[src/rtl/dropout_rescaler.sv]
// dropout_rescaler: applies a dropout mask and 2^DROP_SHIFT rescaling to a
// stream of 8-bit activations grouped in frames of FRAME elements. The
// training/bypass mode is latched once per frame. Per-frame kept statistics
// and a saturating clip counter are also maintained.
module dropout_rescaler #(
  parameter int DROP_SHIFT = 1,
  parameter int FRAME      = 8
) (
  input  logic       clk,
  input  logic       rst,
  input  logic       ena,
  input  logic       in_valid,
  output logic       in_ready,
  input  logic [7:0] in_data,
  input  logic       in_keep,
  output logic       out_valid,
  input  logic       out_ready,
  output logic [7:0] out_data,
  output logic       out_last,
  output logic       frame_done,
  output logic [3:0] frame_kept,
  output logic [7:0] sat_count
);

  typedef enum logic [0:0] {IDLE = 1'b0, ACTIVE = 1'b1} state_t;

  localparam logic [3:0] LAST_IDX = 4'(FRAME - 1);

  // Widen before shifting so that bits pushed past bit 7 remain visible.
  function automatic logic [15:0] shift_up(input logic [7:0] d);
    return {8'h00, d} << DROP_SHIFT;
  endfunction

  state_t      state_q, state_d;
  logic [3:0]  idx_q, idx_d;
  logic [3:0]  kept_cnt_q, kept_cnt_d;
  logic        frame_mode_q, frame_mode_d;
  logic        out_valid_q, out_valid_d;
  logic [7:0]  out_data_q, out_data_d;
  logic        out_last_q, out_last_d;
  logic        frame_done_q, frame_done_d;
  logic [3:0]  frame_kept_q, frame_kept_d;
  logic [7:0]  sat_count_q, sat_count_d;

  logic        in_ready_s;
  logic        accept_s;
  logic        mode_s;
  logic [15:0] wide_s;
  logic        sat_s;
  logic        kept_s;
  logic        last_s;
  logic [7:0]  elem_s;
  logic [3:0]  kept_sum_s;

  assign in_ready_s = !out_valid_q || out_ready;
  assign accept_s   = in_valid && in_ready_s;

  // Datapath: effective mode for this element, scaling, saturation and keep decision.
  always_comb begin
    // The first element of a frame sees ena directly; it is latched at that point.
    if (state_q == IDLE) begin
      mode_s = ena;
    end else begin
      mode_s = frame_mode_q;
    end
    wide_s     = shift_up(in_data);
    sat_s      = mode_s && in_keep && (wide_s[15:8] != 8'h00);
    kept_s     = !mode_s || in_keep;
    last_s     = (idx_q == LAST_IDX);
    kept_sum_s = kept_cnt_q + {3'b000, kept_s};
    if (!mode_s) begin
      elem_s = in_data;
    end else if (!in_keep) begin
      elem_s = 8'h00;
    end else if (sat_s) begin
      elem_s = 8'hFF;
    end else begin
      elem_s = wide_s[7:0];
    end
  end

  // Next-state: frame FSM, output register, statistics and clip counter.
  always_comb begin
    state_d      = state_q;
    idx_d        = idx_q;
    kept_cnt_d   = kept_cnt_q;
    frame_mode_d = frame_mode_q;
    out_valid_d  = out_valid_q;
    out_data_d   = out_data_q;
    out_last_d   = out_last_q;
    frame_done_d = 1'b0;
    frame_kept_d = frame_kept_q;
    sat_count_d  = sat_count_q;

    if (accept_s) begin
      out_valid_d = 1'b1;
      out_data_d  = elem_s;
      out_last_d  = last_s;
    end else if (out_ready) begin
      out_valid_d = 1'b0;
    end else begin
      out_valid_d = out_valid_q;
    end

    if (accept_s) begin
      case (state_q)
        IDLE: begin
          frame_mode_d = ena;
          state_d      = last_s ? IDLE : ACTIVE;
        end
        ACTIVE: begin
          state_d = last_s ? IDLE : ACTIVE;
        end
        default: begin
          state_d = IDLE;
        end
      endcase
    end else begin
      state_d = state_q;
    end

    if (accept_s && last_s) begin
      idx_d        = 4'd0;
      kept_cnt_d   = 4'd0;
      frame_kept_d = kept_sum_s;
      frame_done_d = 1'b1;
    end else if (accept_s) begin
      idx_d      = idx_q + 4'd1;
      kept_cnt_d = kept_sum_s;
    end else begin
      idx_d      = idx_q;
      kept_cnt_d = kept_cnt_q;
    end

    if (accept_s && sat_s && (sat_count_q != 8'hFF)) begin
      sat_count_d = sat_count_q + 8'd1;
    end else begin
      sat_count_d = sat_count_q;
    end
  end

  // State and output registers with asynchronous reset.
  always_ff @(posedge clk or posedge rst) begin
    if (rst) begin
      state_q      <= IDLE;
      idx_q        <= 4'd0;
      kept_cnt_q   <= 4'd0;
      frame_mode_q <= 1'b0;
      out_valid_q  <= 1'b0;
      out_data_q   <= 8'h00;
      out_last_q   <= 1'b0;
      frame_done_q <= 1'b0;
      frame_kept_q <= 4'd0;
      sat_count_q  <= 8'h00;
    end else begin
      state_q      <= state_d;
      idx_q        <= idx_d;
      kept_cnt_q   <= kept_cnt_d;
      frame_mode_q <= frame_mode_d;
      out_valid_q  <= out_valid_d;
      out_data_q   <= out_data_d;
      out_last_q   <= out_last_d;
      frame_done_q <= frame_done_d;
      frame_kept_q <= frame_kept_d;
      sat_count_q  <= sat_count_d;
    end
  end

  assign in_ready   = in_ready_s;
  assign out_valid  = out_valid_q;
  assign out_data   = out_data_q;
  assign out_last   = out_last_q;
  assign frame_done = frame_done_q;
  assign frame_kept = frame_kept_q;
  assign sat_count  = sat_count_q;

endmodule

[config.mk]
export PLATFORM = sky130hd
export DESIGN_NAME = dropout_rescaler
export DESIGN_NICKNAME = d
export VERILOG_FILES = /design/src/rtl/dropout_rescaler.sv
export SDC_FILE = /design/constraint.sdc
export NUM_CORES = 1
export LEC_CHECK = 0
export ABC_AREA = 1
export CAP_MARGIN = 25
export CORE_UTILIZATION = 40
export CTS_BUF_LIST = sky130_fd_sc_hd__clkbuf_8
export CTS_CLUSTER_DIAMETER = 150
export CTS_CLUSTER_SIZE = 8
export DETAILED_ROUTE_END_ITERATION = 8
export PLACE_DENSITY = 0.78
export REMOVE_ABC_BUFFERS = 1
export SYNTH_ARGS = -nofsm -noshare
export SYNTH_HDL_FRONTEND = slang
export SYNTH_SLANG_ARGS = --single-unit
[constraint.sdc]
create_clock -name clk -period 1.6 [get_ports clk]
set_clock_uncertainty 0.1 [all_clocks]
set_input_delay 0.4 -clock clk [delete_from_list [all_inputs] [get_ports clk]]
set_output_delay 0.4 -clock clk [all_outputs]
set_load 0.01 [all_outputs]
# After elaboration in Yosys (flattened, before gate mapping)
# Index checks and enable logic that the tools add are counted.
# W data, S select, Z words.
[word_totals]
word_cells = 39
register_bits = 33
out_inout_bits = 24
inputBits = 14
[classes]
n_addsub = 3
n_eq_ne = 2
reduce_logical = 12
muxes = 12
[op_table]
columns = ["op", "count"]
rows = [
  ["$mux W8", 3],
  ["$mux W4", 4],
  ["$add A8 B1 Y8 const B", 1],
  ["$ne A8 B8 Y1 const B", 1],
  ["$logic_and A1 B1 Y1", 6],
  ["$mux W1", 5],
  ["$add A4 B1 Y4", 1],
  ["$add A4 B1 Y4 const B", 1],
  ["$eq A4 B3 Y1 const B", 1],
  ["$reduce_bool A2 Y1", 2],
  ["$logic_not A1 Y1", 2],
  ["$logic_or A1 B1 Y1", 2],
]

# Logic depth before layout (Yosys ltp)
[logic_depth]
ltp_word = 6
depth_mapped = 8
ltp_nobuf = 8

# Least setup slack after synthesis
# No wires, ideal clock.
[synth_path]
path_type = "input port to flip-flop"
startpoint = "in ena"
endpoint = "reg frame_kept_q[2] (netlist: frame_kept[2])"
required_ns = 1.375
cell_stages = 7
arrival_ns = 1.375
path_slack_ns = -0.001
setup_ns = 0.125
path_buffers = 0
path_cell_list = "inv_2 -> o21ai_1 -> nand2_1 -> ha_1 -> ha_1 -> xnor2_1 -> o21ai_1"
[synth_via]
elab_chain_len = 4
[synth_lines]
columns = ["item", "line_no", "text"]
rows = [
  ["start, declared", "11", "input logic ena,"],
  ["$mux W1", "n/a", ""],
  ["$logic_not A1 Y1", "n/a", ""],
  ["$logic_or A1 B1 Y1", "68", "kept_s = !mode_s || in_keep;"],
  ["$add A4 B1 Y4", "70", "kept_sum_s = kept_cnt_q + {3'b000, kept_s};"],
  ["end signal, assigned", "164", "frame_kept_q <= frame_kept_d;"],
  ["end, declared", "42", "logic [3:0] frame_kept_q, frame_kept_d;"],
]
# No other way between the ends.
# A chain may end at the register's enable or synchronous reset.

# Final worst setup path
[layout_path]
startpoint = "in out_ready"
endpoint = "out in_ready"
[layout_via]
elab_chain_len = 1
[layout_lines]
columns = ["item", "line_no", "text"]
rows = [
  ["start, declared", "17", "input logic out_ready,"],
  ["$logic_or A1 B1 Y1", "55", "assign in_ready_s = !out_valid_q || out_ready;"],
  ["end, declared", "13", "output logic in_ready,"],
]
# No other way between the ends.

==> results.py <==
metrics = {
    "outcome": {
        "status": "completed",
    },
    "timing": {
        "setup-tns-final_ns": 0,
        "min_period_ns": 1.582,
        "fin_crit_sh_pct": 98.90,
        "worst_slack_ns": 0.01755,
        "rsz0062_at_grt": "true",
        "relSlewSlack_pct": 83.65,
        "final-setup-viol-count": 0,
        "fmax_mhz": 631.9,
        "hold_viol": 0,
        "worst_slew_pin_slew_ns": 0.2427,
        "whs_ns": 0.3502,
        "maxSlewViolCount": 0,
    },
    "final_layout": {
        "area_growth_pct": 47.10,
        "layout.nets": 284,
        "fill_cells": 363,
        "mostFrequentLayoutCells": "71 x nand2_1, 32 x dfrtp_1, 27 x buf_4",
        "post-route-util_pct": 61.15,
        "final_cell_area_um2": 2446,
        "regArea_um2": 827.0,
        "multi_input_area_um2": 833.3,
        "n_antenna_cell": 0,
        "layout_commonest_cell": "nand2_1",
        "drive_gt1_share_pct": 23.60,
        "instances_no_fill": 317,
    },
    "power_and_ir_drop": {
        "p_per_area_nw_per_um2": 1270,
        "leakagePower_nw": 1.320,
        "irDropWorstVdd_mv": 0.8072,
        "p_total_mw": 3.106,
    },
    "detailed_routing": {
        "via_per_inst": 4.820,
        "wire_per_inst_um": 11.82,
        "drt_first_pass_iters": 4,
        "drtIter0Drc": 74,
        "ant_nets": 0,
        "drc": 0,
        "vias": 1528,
        "routed_wl_um": 3748,
    },
    "critical_path": {
        "end_kind": "output pin",
        "worst_path_dominant_cell_family": "buffers and inverters",
        "critPathSlowestCell": "clkdlybuf4s50_1",
        "crit_type": "input port to output pin",
        "crit_buf_inv": 3,
        "critPathMaxFanout": 2,
        "worstPathCellList": "clkdlybuf4s50_1 -> inv_2 -> nand2_4 -> buf_2",
        "cp.arrival_ns": 1.08,
        "required_ns": 1.10,
        "cp-start-kind": "input port",
        "cpPeakStageDelay_ns": 0.47,
    },
    "placement": {
        "io_buffers": 37,
        "postPlaceCellArea_um2": 2285,
        "place_ws_ns": -0.4766,
        "dp_cells": 303,
        "hpwl_um": 2589,
        "gp_congestion": 0.8242,
    },
    "logic_synthesis": {
        "synth.avg_cell_area_um2": 8.571,
        "synth.distinct_cells": 25,
        "seq_area_frac_synth_pct": 49.66,
        "synth_seq_cells": 33,
        "yosysWarnings": 0,
        "syn_area_um2": 1663,
        "synthCells": 194,
    },
    "hold_path": {
        "hp-class": "input port to asynchronous set/reset pin",
    },
    "floorplan": {
        "row_count": 23,
        "start_util_pct": 41.57,
        "die_y_um": 66.48,
        "io-pin-count": 38,
        "die_x_um": 66.48,
        "fp.dieArea_um2": 4419,
        "core_area_um2": 4000,
    },
    "clock_network": {
        "clock_latency_ns": 0.29,
        "ctsHoldBuffers": 0,
        "clkSlewWorstSetupHoldPaths_ns": 0.07,
        "htree_levels": 2,
        "numCtsBuffers": 5,
        "clkSinkCount": 33,
        "cts_root_buffer": "clkbuf_8",
        "cts_tree": "yes",
        "clockBufferDepth": 2,
    },
    "global_routing": {
        "grt_max_degree": 34,
        "grt_antenna_before_repair": 0,
        "grt_usage_pct": 20.27,
        "grt-ovfl-total": 0,
        "grt_pass1_wl_um": 6644,
        "grt_pass1_vias": 1554,
    },
    "job": {
        "max_cap_viol_count": 0,
    },
}
[synth_stat cells, drive strengths merged]
cell type	number	area, um^2
ha	4	50.05
nand4	1	21.27
xor2	2	17.52
nand3b	2	15.01
nor2	12	86.34
inv	16	60.06
a21oi	5	25.02
dfrtp	33	825.8
nor3	2	15.01
o21ai	14	70.06
nand2	75	301.5
nand3	23	132.6
buf	2	16.26
xnor2	3	26.28
[layer usage]
| metal | part of all wire [%] | wire, um | GRT usage (%) | vias up |
|---|---|---|---|---|
| li1 | - | - | - | 773 |
| met1 | 45 | 1674 | 24.45 | 717 |
| met2 | 50 | 1857 | 33.04 | 29 |
| met3 | 3.9 | 148 | 5.651 | 9 |
| met4 | 1.8 | 68 | 10.11 | 0 |
| met5 | 0 | 0 | 0 | - |
[sequential cells by signal, summed over array words and instances (netlist names)]
name / count
idx_q: 4
kept_cnt_q: 4
frame_done: 1
out_valid: 1
sat_count: 8
state_q: 1
out_last: 1
frame_mode_q: 1
frame_kept: 4
out_data: 8
[where the power goes]
group	switching (mW)	total (mW)	internal (mW)
logic	0.617	1.22	0.606
registers	0.187	1.28	1.09
clock network	0.309	0.604	0.295
[cells by family after synthesis]
| family | synth area share, % |
|---|---|
| flops | 49.66 |
| simple gates | 34.39 |
| fa+ha+maj | 3.010 |
| xor+xnor | 2.634 |
| buf+inv | 4.590 |
| compound gates | 5.718 |
[layout make-up]
class | count | area share (%)
Clock buffer | 5 | 2.813
Clock inverter | 3 | 0.5627
Inverter | 16 | 2.455
Multi-Input combinational cell | 144 | 34.07
Sequential cell | 33 | 33.81
Tap cell | 50 | 2.558
Timing Repair Buffer | 66 | 23.73
[worst min-delay path, cell delays in order]
cell and delay (ns):
clkdlybuf4s50_1 0.39, inv_1 0.10, buf_12 0.21
[path summary, 6_finish.rpt]
check                              from           end  depth (start not counted)  slack, ns
setup / recovery              out_ready      in_ready                          4       0.02
hold / removal                      rst  sat_count[3]                          3       0.35
setup reg to reg           sat_count[0]  sat_count[1]                          8       0.09
hold reg to reg                out_last      out_last                          2       0.38
max in group asynchronous           rst  sat_count[0]                          3       0.86
min in group clk               out_last      out_last                          2       0.38
[repair_timing]
| action | CTS | global route |
|---|---|---|
| pin swaps | 5 | 3 |
| endpoints found under the setup margin | 36 | 17 |
| gates cloned | 0 | 1 |
| resized for setup | 35 | 5 |
| buffers inserted | 5 | 0 |
Note: power is estimated with default switching activity, not from simulation.
